**src/rtl/hwr_lock_mgr.sv**
```systemverilog
// -----------------------------------------------------------------------------
// hwr_lock_mgr
//
// Hardware lock manager behind the HWR_LOCK_ID stream port. Accelerators send
// CMD_LOCK / CMD_UNLOCK commands. The manager returns 8-bit ACK codes on the
// ACK stream. With WAIT_MODE = 1, a lock request that hits a busy lock is
// parked in a FIFO-ordered wait table. On unlock, the oldest waiter for that
// lock is granted the lock.
//
// Ports
//   clk, rstn        clock, asynchronous active-low reset
//   cmd_in_valid     command valid
//   cmd_in_ready     command accepted when valid & ready (IDLE only)
//   cmd_in_data      [7:0] command code, [8 +: LOCK_ID_BITS] lock ID
//   cmd_in_src       requesting accelerator
//   ack_out_valid    ACK valid (held until ack_out_ready)
//   ack_out_ready    ACK consumed
//   ack_out_data     [7:0] ACK code, [8 +: LOCK_ID_BITS] lock ID, rest 0
//   ack_out_dest     destination accelerator
//   locked_mask      bit i set while lock i is held
//   wait_count       occupied wait-table entries (0 when WAIT_MODE = 0)
//   err_count        saturating count of dropped or illegal commands
// -----------------------------------------------------------------------------
module hwr_lock_mgr #(
    parameter int NUM_LOCKS    = 16,
    parameter int LOCK_ID_BITS = 8,
    parameter int ACC_BITS     = 4,
    parameter int WAIT_MODE    = 0,
    parameter int WAIT_DEPTH   = 8
) (
    input  logic                               clk,
    input  logic                               rstn,
    input  logic                               cmd_in_valid,
    output logic                               cmd_in_ready,
    input  logic [63:0]                        cmd_in_data,
    input  logic [ACC_BITS-1:0]                cmd_in_src,
    output logic                               ack_out_valid,
    input  logic                               ack_out_ready,
    output logic [63:0]                        ack_out_data,
    output logic [ACC_BITS-1:0]                ack_out_dest,
    output logic [NUM_LOCKS-1:0]               locked_mask,
    output logic [$clog2(WAIT_DEPTH+1)-1:0]    wait_count,
    output logic [15:0]                        err_count
);

    localparam int IDX_BITS  = (NUM_LOCKS > 1) ? $clog2(NUM_LOCKS) : 1;
    localparam int WCNT_BITS = $clog2(WAIT_DEPTH + 1);

    localparam logic [7:0] CMD_LOCK   = 8'h04;
    localparam logic [7:0] CMD_UNLOCK = 8'h06;
    localparam logic [7:0] ACK_OK     = 8'h01;
    localparam logic [7:0] ACK_REJECT = 8'h00;

    localparam logic [LOCK_ID_BITS:0] NUM_LOCKS_CMP = (LOCK_ID_BITS + 1)'(NUM_LOCKS);
    localparam logic [WCNT_BITS-1:0]  WAIT_FULL_CNT = WCNT_BITS'(WAIT_DEPTH);

    typedef enum logic [1:0] {
        ST_IDLE,
        ST_EXEC,
        ST_SEND
    } state_t;

    // ------------------------------------------------------------------
    // State
    // ------------------------------------------------------------------
    state_t                    state_q, state_d;
    logic                      ready_q, ready_d;
    logic [7:0]                code_q, code_d;
    logic [LOCK_ID_BITS-1:0]   lid_q, lid_d;
    logic [ACC_BITS-1:0]       src_q, src_d;

    logic [NUM_LOCKS-1:0]      held_q, held_d;
    logic [ACC_BITS-1:0]       owner_q [NUM_LOCKS];
    logic [ACC_BITS-1:0]       owner_d [NUM_LOCKS];

    // Wait table: entries [0, wcnt_q) are live, index 0 is the oldest.
    // With WAIT_MODE = 0 it is never written, so it reduces to constants.
    logic [ACC_BITS-1:0]       wt_src_q [WAIT_DEPTH];
    logic [ACC_BITS-1:0]       wt_src_d [WAIT_DEPTH];
    logic [LOCK_ID_BITS-1:0]   wt_id_q  [WAIT_DEPTH];
    logic [LOCK_ID_BITS-1:0]   wt_id_d  [WAIT_DEPTH];
    logic [WCNT_BITS-1:0]      wcnt_q, wcnt_d;

    logic                      ack_valid_q, ack_valid_d;
    logic [63:0]               ack_data_q, ack_data_d;
    logic [ACC_BITS-1:0]       ack_dest_q, ack_dest_d;
    logic [15:0]               err_q, err_d;

    // ------------------------------------------------------------------
    // Decode helpers
    // ------------------------------------------------------------------
    logic                      lid_ok;
    logic [IDX_BITS-1:0]       lid_idx;
    logic                      wt_full;
    logic                      hit_found;
    int                        hit_pos;
    logic [ACC_BITS-1:0]       hit_src;
    logic                      inc_err;

    // Only the lock-ID field and the code are meaningful in a command.
    logic unused_data_bits;
    assign unused_data_bits = ^cmd_in_data[63:8+LOCK_ID_BITS];

    assign lid_ok  = ({1'b0, lid_q} < NUM_LOCKS_CMP);
    assign lid_idx = lid_q[IDX_BITS-1:0];
    assign wt_full = (wcnt_q == WAIT_FULL_CNT);

    function automatic logic [63:0] make_ack(input logic [7:0]              code,
                                             input logic [LOCK_ID_BITS-1:0] id);
        logic [63:0] d;
        d                    = '0;
        d[7:0]               = code;
        d[8 +: LOCK_ID_BITS] = id;
        return d;
    endfunction

    // Oldest waiter for the latched lock ID. The lowest live index wins.
    always_comb begin
        hit_found = 1'b0;
        hit_pos   = 0;
        hit_src   = '0;
        for (int i = 0; i < WAIT_DEPTH; i++) begin
            if (!hit_found && (i < int'(wcnt_q)) && (wt_id_q[i] == lid_q)) begin
                hit_found = 1'b1;
                hit_pos   = i;
                hit_src   = wt_src_q[i];
            end
        end
    end

    // ------------------------------------------------------------------
    // Next-state logic
    // ------------------------------------------------------------------
    // NOTE: every variable assigned here gets a default first, so no path leaves it unassigned and no latch is inferred.
    always_comb begin
        state_d     = state_q;
        code_d      = code_q;
        lid_d       = lid_q;
        src_d       = src_q;
        held_d      = held_q;
        owner_d     = owner_q;
        wt_src_d    = wt_src_q;
        wt_id_d     = wt_id_q;
        wcnt_d      = wcnt_q;
        ack_valid_d = ack_valid_q;
        ack_data_d  = ack_data_q;
        ack_dest_d  = ack_dest_q;
        err_d       = err_q;
        inc_err     = 1'b0;

        case (state_q)
            ST_IDLE: begin
                if (cmd_in_valid && ready_q) begin
                    code_d  = cmd_in_data[7:0];
                    lid_d   = cmd_in_data[8 +: LOCK_ID_BITS];
                    src_d   = cmd_in_src;
                    state_d = ST_EXEC;
                end
            end

            ST_EXEC: begin
                state_d = ST_IDLE;
                if (code_q == CMD_LOCK) begin
                    if (!lid_ok) begin
                        inc_err     = 1'b1;
                        ack_valid_d = 1'b1;
                        ack_data_d  = make_ack(ACK_REJECT, lid_q);
                        ack_dest_d  = src_q;
                        state_d     = ST_SEND;
                    end else if (!held_q[lid_idx]) begin
                        held_d[lid_idx]  = 1'b1;
                        owner_d[lid_idx] = src_q;
                        ack_valid_d      = 1'b1;
                        ack_data_d       = make_ack(ACK_OK, lid_q);
                        ack_dest_d       = src_q;
                        state_d          = ST_SEND;
                    end else if ((WAIT_MODE != 0) && (owner_q[lid_idx] != src_q) && !wt_full) begin
                        // Park at the tail; the ACK comes with the later grant.
                        for (int i = 0; i < WAIT_DEPTH; i++) begin
                            if (i == int'(wcnt_q)) begin
                                wt_src_d[i] = src_q;
                                wt_id_d[i]  = lid_q;
                            end
                        end
                        wcnt_d = wcnt_q + 1'b1;
                    end else begin
                        // Busy with no room to wait, or a re-entrant request.
                        ack_valid_d = 1'b1;
                        ack_data_d  = make_ack(ACK_REJECT, lid_q);
                        ack_dest_d  = src_q;
                        state_d     = ST_SEND;
                    end
                end else if (code_q == CMD_UNLOCK) begin
                    if (!lid_ok || !held_q[lid_idx] || (owner_q[lid_idx] != src_q)) begin
                        inc_err = 1'b1;
                    end else if ((WAIT_MODE != 0) && hit_found) begin
                        // Ownership passes straight to the oldest waiter, so
                        // the lock never appears free in between.
                        owner_d[lid_idx] = hit_src;
                        for (int j = 0; j < WAIT_DEPTH - 1; j++) begin
                            if (j >= hit_pos) begin
                                wt_src_d[j] = wt_src_q[j+1];
                                wt_id_d[j]  = wt_id_q[j+1];
                            end
                        end
                        wt_src_d[WAIT_DEPTH-1] = '0;
                        wt_id_d[WAIT_DEPTH-1]  = '0;
                        wcnt_d      = wcnt_q - 1'b1;
                        ack_valid_d = 1'b1;
                        ack_data_d  = make_ack(ACK_OK, lid_q);
                        ack_dest_d  = hit_src;
                        state_d     = ST_SEND;
                    end else begin
                        held_d[lid_idx] = 1'b0;
                    end
                end else begin
                    inc_err = 1'b1;
                end
            end

            ST_SEND: begin
                if (ack_out_ready) begin
                    ack_valid_d = 1'b0;
                    ack_data_d  = '0;
                    ack_dest_d  = '0;
                    state_d     = ST_IDLE;
                end
            end

            default: begin
                state_d = ST_IDLE;
            end
        endcase

        if (inc_err && (err_q != 16'hFFFF)) begin
            err_d = err_q + 16'd1;
        end

        // Ready is registered, so it is high exactly in the IDLE cycles.
        ready_d = (state_d == ST_IDLE);
    end

    // ------------------------------------------------------------------
    // Registers
    // ------------------------------------------------------------------
    // NOTE: sequential state uses non-blocking assignments so all flops update together from pre-edge values.
    // NOTE: the owner and wait tables are reset too, so no stale owner or waiter survives a reset.
    always_ff @(posedge clk or negedge rstn) begin
        if (!rstn) begin
            state_q     <= ST_IDLE;
            ready_q     <= 1'b0;
            code_q      <= '0;
            lid_q       <= '0;
            src_q       <= '0;
            held_q      <= '0;
            owner_q     <= '{default: '0};
            wt_src_q    <= '{default: '0};
            wt_id_q     <= '{default: '0};
            wcnt_q      <= '0;
            ack_valid_q <= 1'b0;
            ack_data_q  <= '0;
            ack_dest_q  <= '0;
            err_q       <= '0;
        end else begin
            state_q     <= state_d;
            ready_q     <= ready_d;
            code_q      <= code_d;
            lid_q       <= lid_d;
            src_q       <= src_d;
            held_q      <= held_d;
            owner_q     <= owner_d;
            wt_src_q    <= wt_src_d;
            wt_id_q     <= wt_id_d;
            wcnt_q      <= wcnt_d;
            ack_valid_q <= ack_valid_d;
            ack_data_q  <= ack_data_d;
            ack_dest_q  <= ack_dest_d;
            err_q       <= err_d;
        end
    end

    // ------------------------------------------------------------------
    // Outputs (all registered)
    // ------------------------------------------------------------------
    assign cmd_in_ready  = ready_q;
    assign ack_out_valid = ack_valid_q;
    assign ack_out_data  = ack_data_q;
    assign ack_out_dest  = ack_dest_q;
    assign locked_mask   = held_q;
    assign wait_count    = (WAIT_MODE != 0) ? wcnt_q : '0;
    assign err_count     = err_q;

endmodule

```
**config.mk**
```make
export PLATFORM = sky130hd
export DESIGN_NAME = hwr_lock_mgr
export DESIGN_NICKNAME = d
export VERILOG_FILES = /design/src/rtl/hwr_lock_mgr.sv
export SDC_FILE = /design/constraint.sdc
export NUM_CORES = 1
export LEC_CHECK = 0
export CAP_MARGIN = 10
export CORE_ASPECT_RATIO = 0.9
export CORE_MARGIN = 2
export CORE_UTILIZATION = 51
export CTS_BUF_LIST = sky130_fd_sc_hd__clkbuf_8
export CTS_CLUSTER_SIZE = 8
export DETAILED_ROUTE_END_ITERATION = 6
export GPL_TIMING_DRIVEN = 0
export PLACE_DENSITY = 0.93
export SLEW_MARGIN = 40
export SYNTH_ARGS = -nofsm -noshare
export SYNTH_HDL_FRONTEND = slang
export SYNTH_SLANG_ARGS = --single-unit
```
**constraint.sdc**
```tcl
create_clock -name clk -period 3.08 [get_ports clk]
set_input_delay 0.77 -clock clk [delete_from_list [all_inputs] [get_ports clk]]
set_output_delay 0.77 -clock clk [all_outputs]
set_load 0.02 [all_outputs]
```
==> results.ini <==
[detailed_routing]
dr.first_iter.drc_count=461
totalWireLength_mm=17.2
drtPass1Iterations=5
vias=5043
post-route-drc-count=0
detail-route-antenna-nets=0
viasPerCell=5.58
wl_per_cell_um=19.1

[pwr]
p_leak_nw=4.14
p_total_mw=5.06
vdd_drop_max_mv=0.361
p_per_area_nw_per_um2=582

[logic_synthesis]
ys_seq_elements=133
synth_top_area_cell=dfrtp_1
synth-main-ff-cell=dfrtp_1
synth_area_leaders=dfrtp_1, mux2_2, buf_4
avgSynthCellArea_um2=12.1
synth_enable_flop_cells=0
async_reset_ff_share_pct=100
ys_types=56
synth_cells=561
yosysWarnings=0
seq_area_frac_synth_pct=49.0
yosysTopAreaCellShare_pct=49.0
synthesis.area_um2=6790

[cells_and_area]
fin_area_um2=8690
nets=800
fin_util_pct=67.7
fillers=879
drive_above_1_share_pct=36.9
antenna_cells=0
area_delta_synth_final_pct=28.1
fin_cells=903

[placed_design]
hpwl_mm=12.2
place_area_um2=7950
place_ws_ns=-0.488
place_congestion=0.964
dp_cells=854
io_buffers=70

[timing]
whs_ns=0.257
fmax_mhz=330
grt_setup_unrepaired=true
slew_viol_final=0
setup_ws_ns=0.0506
relSlewSlack_pct=45.3
finalSetupViolCount=0
hold_violations=0
finalSetupTns_ns=0
finClkSkew_ns=0.0115
post-route-period-util_pct=98.4
tightest_slew_ns=0.820
fin_crit_ns=3.03

[status]
outcome=finished, final reports clean

[worst_setup_path]
slowest_delay_ns=0.41
crit_type=reg2reg
r2r_start=lid_q[1]
slowest_stage=a2111oi_4
cp.required_ns=3.42
cpMostUsedCell=mux2_2
worstSetupStartpointType=flop
r2r_cells=10
cp.arrival_ns=3.37
path_max_fanout=6
cp-end-kind=flop
reg2reg_to=owner_q[21]
crit_chain=buf_6, buf_4, mux2_2, a2bb2oi_2, a21o_1, a2111oi_4, o2111ai_2, o21ai_2, and4_4, mux2_2
r2r_slack_ns=0.05

[die]
die_h_um=113
ios=178
dieWidth_um=126
initial_core_util_pct=52.9
core_um2=12800
die_area_um2=14300
rows=39

[min_path]
hp-class=in2async

[grt]
track_usage_pct=24.7
grt_pass1_vias=5089
grt.overflow.total=0
grt_start_max_net_pins=69
antenna_found_initial=0
grt_pass1_wl_mm=27.1

[clock_tree]
insertion_delay_ns=0.46
cts_root_buf=clkbuf_8
clk_pin_slew_worst_paths_ns=0.07
cts_sinks=133
cts_tree=done
numCtsBuffers=17
max-clock-path-buffers=2
htreeDepth=4

[job]
timing.max_cap.violations=0

[cell type report]
| type | count | area [um2] | area share (%) |
|---|---|---|---|
| clock inverter | 11 | 96.3 | 1.11 |
| timing repair buffer | 89 | 888 | 10.2 |
| multi-input combinational | 394 | 3250 | 37.4 |
| buffer | 89 | 639 | 7.35 |
| sequential | 133 | 3330 | 38.3 |
| clock buffer | 20 | 275 | 3.17 |
| tap | 164 | 205 | 2.36 |
| inverter | 3 | 11.3 | 0.130 |
[metal layers]
metal  wire, um  vias to the layer above  GRT usage [%]
met4        476                        0           10.1
met2       8130                      283           39.1
li1           -                     2220              -
met5          0                        -              0
met1       7090                     2497           32.3
met3       1500                       43           6.94
[cell families after synthesis]
| group | synth area share, % |
|---|---|
| compound gates | 4.37 |
| xor+xnor | 2.05 |
| simple gates | 11.2 |
| buf+inv | 8.98 |
| fa+ha+maj | 0.184 |
| other cells | 0.0552 |
| mux | 24.1 |
| flops | 49.0 |
[cells in the final DEF (no fill, tap or decap), types with 6 or more instances in the layout]
cell type / count
a21o_1: 6
nand3_1: 18
nand4_1: 12
o21ai_0: 14
buf_6: 7
dfrtp_1: 131
inv_1: 10
xor2_1: 8
clkdlybuf4s50_1: 69
mux2_2: 100
clkbuf_1: 16
nor3_1: 8
mux2i_1: 18
buf_4: 76
xnor2_1: 6
conb_1: 59
clkbuf_8: 20
mux4_2: 12
nand2_1: 40
nor2_1: 14
[synthesized netlist by cell type (3+ instances only)]
cell type and number:
dfrtp_1 133, mux2_2 101, buf_4 63, nand2_1 41, mux2i_1 20, nand3_1 20, nor2_1 18, clkbuf_1 17
o21ai_0 14, nand4_1 12, nor3_1 12, mux4_2 10, xor2_1 8, a21o_1 6, nor2b_1 6, xnor2_1 6
nor4_1 5, and3_1 4, buf_2 4, or2_2 4, or3_1 4, a22oi_1 3, buf_6 3, inv_1 3
nand2b_1 3
[critical path: cells and delay by family (launching register included)]
kind                   cells  cell delay (ns)
flip-flops                 1             0.34
AO/OA/AOI/OAI              5             1.29
buffers and inverters      2             0.28
multiplexers               2             0.67
AND/OR/NAND/NOR            1             0.32
[timing repair]
action                                  4_1_cts  5_1_grt
pin swaps                                     7        4
hold buffers                                  0        0
cloned                                        1        0
endpoints found under the setup margin       69       41
setup buffers                                14        3
gates resized for setup                      36       18
[power by group]
part	internal (mW)	total [mW]	switching, mW
registers	1.93	2.11	0.179
logic	0.674	1.57	0.896
clock network	0.755	1.39	0.631
total	3.36	5.06	1.71
[worst max path at each step]
| stage | cells past startpoint | endpoint | from |
|---|---|---|---|
| global route | 11 | owner_q[21] | lid_q[3] |
| floorplan | 10 | owner_q[12] | lid_q[1] |
| global placement | 1 | ack_out_dest[1] | rstn |
| detailed placement | 8 | owner_q[55] | code_q[5] |
| finish | 10 | owner_q[21] | lid_q[1] |
| CTS | 11 | owner_q[12] | lid_q[1] |
No activity file was read; power rests on OpenSTA's default activity.
==> RTL edit: new RTL, config.mk and constraints unchanged <==
Change the parameter `NUM_LOCKS` from 16 to 8.
--- a/src/rtl/hwr_lock_mgr.sv
+++ b/src/rtl/hwr_lock_mgr.sv
@@ -24,3 +24,3 @@
 module hwr_lock_mgr #(
-    parameter int NUM_LOCKS    = 16,
+    parameter int NUM_LOCKS    = 8,
     parameter int LOCK_ID_BITS = 8,
Ports: changed (resized locked_mask); port bits go from 178 to 170. The function was not compared with the original's and may differ.
==> RTL edit against the original RTL <==
Worst hold slack gained 0.0049 ns; routed wire length shrank 38%; sequential power fell by 27%; total power decreased by 33%; setup slack improved by 0.054 ns; sequential cell count decreased by 40; synthesized area decreased by 31%; final area shrank 32%.
==> RTL edit: results (changes against the original RTL) <==
Placed design
The instance area at placement came to 5710 um^2 (-28%). The weighted congestion at the end of routability-driven global placement is 0.872 (-9.5%). The post-place setup slack was 0.116 ns (+0.604 ns). The HPWL after detailed placement was 7.76 mm (-36%).

Clock tree
The post-CTS setup buffer count is 0 (-14). The clock-pin slew of the registers on the worst-case setup and hold paths is 0.09 ns (+0.02 ns). The clock latency reported for the late side of the worst-skew pair is 0.37 ns (-0.09 ns). The H-tree level count is 3 (-1). The post-cts resize count is 0 (-100%). The number of buffers created by CTS was 9 (-8).

Global routing
The global-route wire length before repair came to 17.1 mm (-37%). The maximum number of pins on one net before global-route repair is 66 (-4.3%). The overall track demand over capacity in global routing came to 22.5% (-2.1 points). The via count of the first global-routing pass came to 3389 (-33%).

Finish
The fraction of layout cells with a size suffix above 1 is 26.2% (-11 points). The number of cells in the finished layout apart from fillers is 680 (-25%).

Power and ir drop
The peak supply drop was 328 uV (-9.3%). The leakage power was 0.00286 uW (-31%). The net switching power is 1170 uW (-31%).

Synth
The fraction of synthesized area in multiplexers is 16.7% (-7.4 points). The number of cells produced by synthesis came to 421 (-25%). The synthesized-area fraction occupied by adder cells is 0.267% (+0.083 points).

After synthesis, the cell types taking the most area are dfrtp_1 50%, mux2_2 12%, buf_4 9.4%. The post-synthesis cell type count is 46 (-18%). The synthesized-area fraction occupied by ao, oa, aoi and oai cells is 5.63% (+1.3 points). The part of the Yosys area used for sequential elements is 49.6% (+0.62 points). Sorting the synthesized cells by how often they occur yields 93 x dfrtp_1, 59 x buf_4, 56 x nand2_1.

Worst setup path
The depth of the worst register-to-register path is 7 (-3). The delay of the slowest critical-path stage is 0.58 ns (+0.17 ns). The critical-path maximum fanout is 9 (+3). On the critical path the largest part of the delay comes from multiplexers. For this design, the slowest cell found on the critical path is nor4_4.

Routing
The routed length on met2 is 5.04 mm (-38%). The DRC violation total after the first TritonRoute iteration is 233 (-49%). The wire length the detailed router placed on met1 was 4.31 mm (-39%).

STA
The final hold slack is 0.262 ns (+0.00494 ns). The largest clock skew in the final design was 0.0114 ns (-0.0000495 ns).

Run status
The run finished with clean final reports.
## RTL edit: final cells by class
class	instances	area [um^2]
multi-input cells	305	2030
inverters	2	7.51
plain buffers	79	547
fillers	674	3130
repair buffers	63	649
flip-flops and latches	93	2330
well taps	122	153
clock buffers	12	165
clock inverters	4	31.3
## RTL edit: per-layer routing
layer | vias up | track usage [%]
met5 | - | 0
met4 | 0 | 9.78
met3 | 25 | 5.87
met2 | 214 | 36.9
met1 | 1667 | 28.6
li1 | 1609 | -
## RTL edit: power by group through the flow
stage | Sequential, uW | Clock, uW | Combinational [uW]
after CTS | 1540 | 800 | 1050
after global placement | 1550 | 0 | 997
after global routing | 1570 | 851 | 1130
after floorplan | 1640 | 0 | 539
final | 1550 | 795 | 1050
after detailed placement | 1570 | 0 | 1040
## RTL edit: cells by family (layout without fill, tap and decap cells)
logic type,after synthesis,in the layout
fa+ha+maj,1,1
compound gates,38,38
other cells,1,59
simple gates,122,122
flops,93,93
xor+xnor,17,17
buf+inv,81,160
mux,68,68
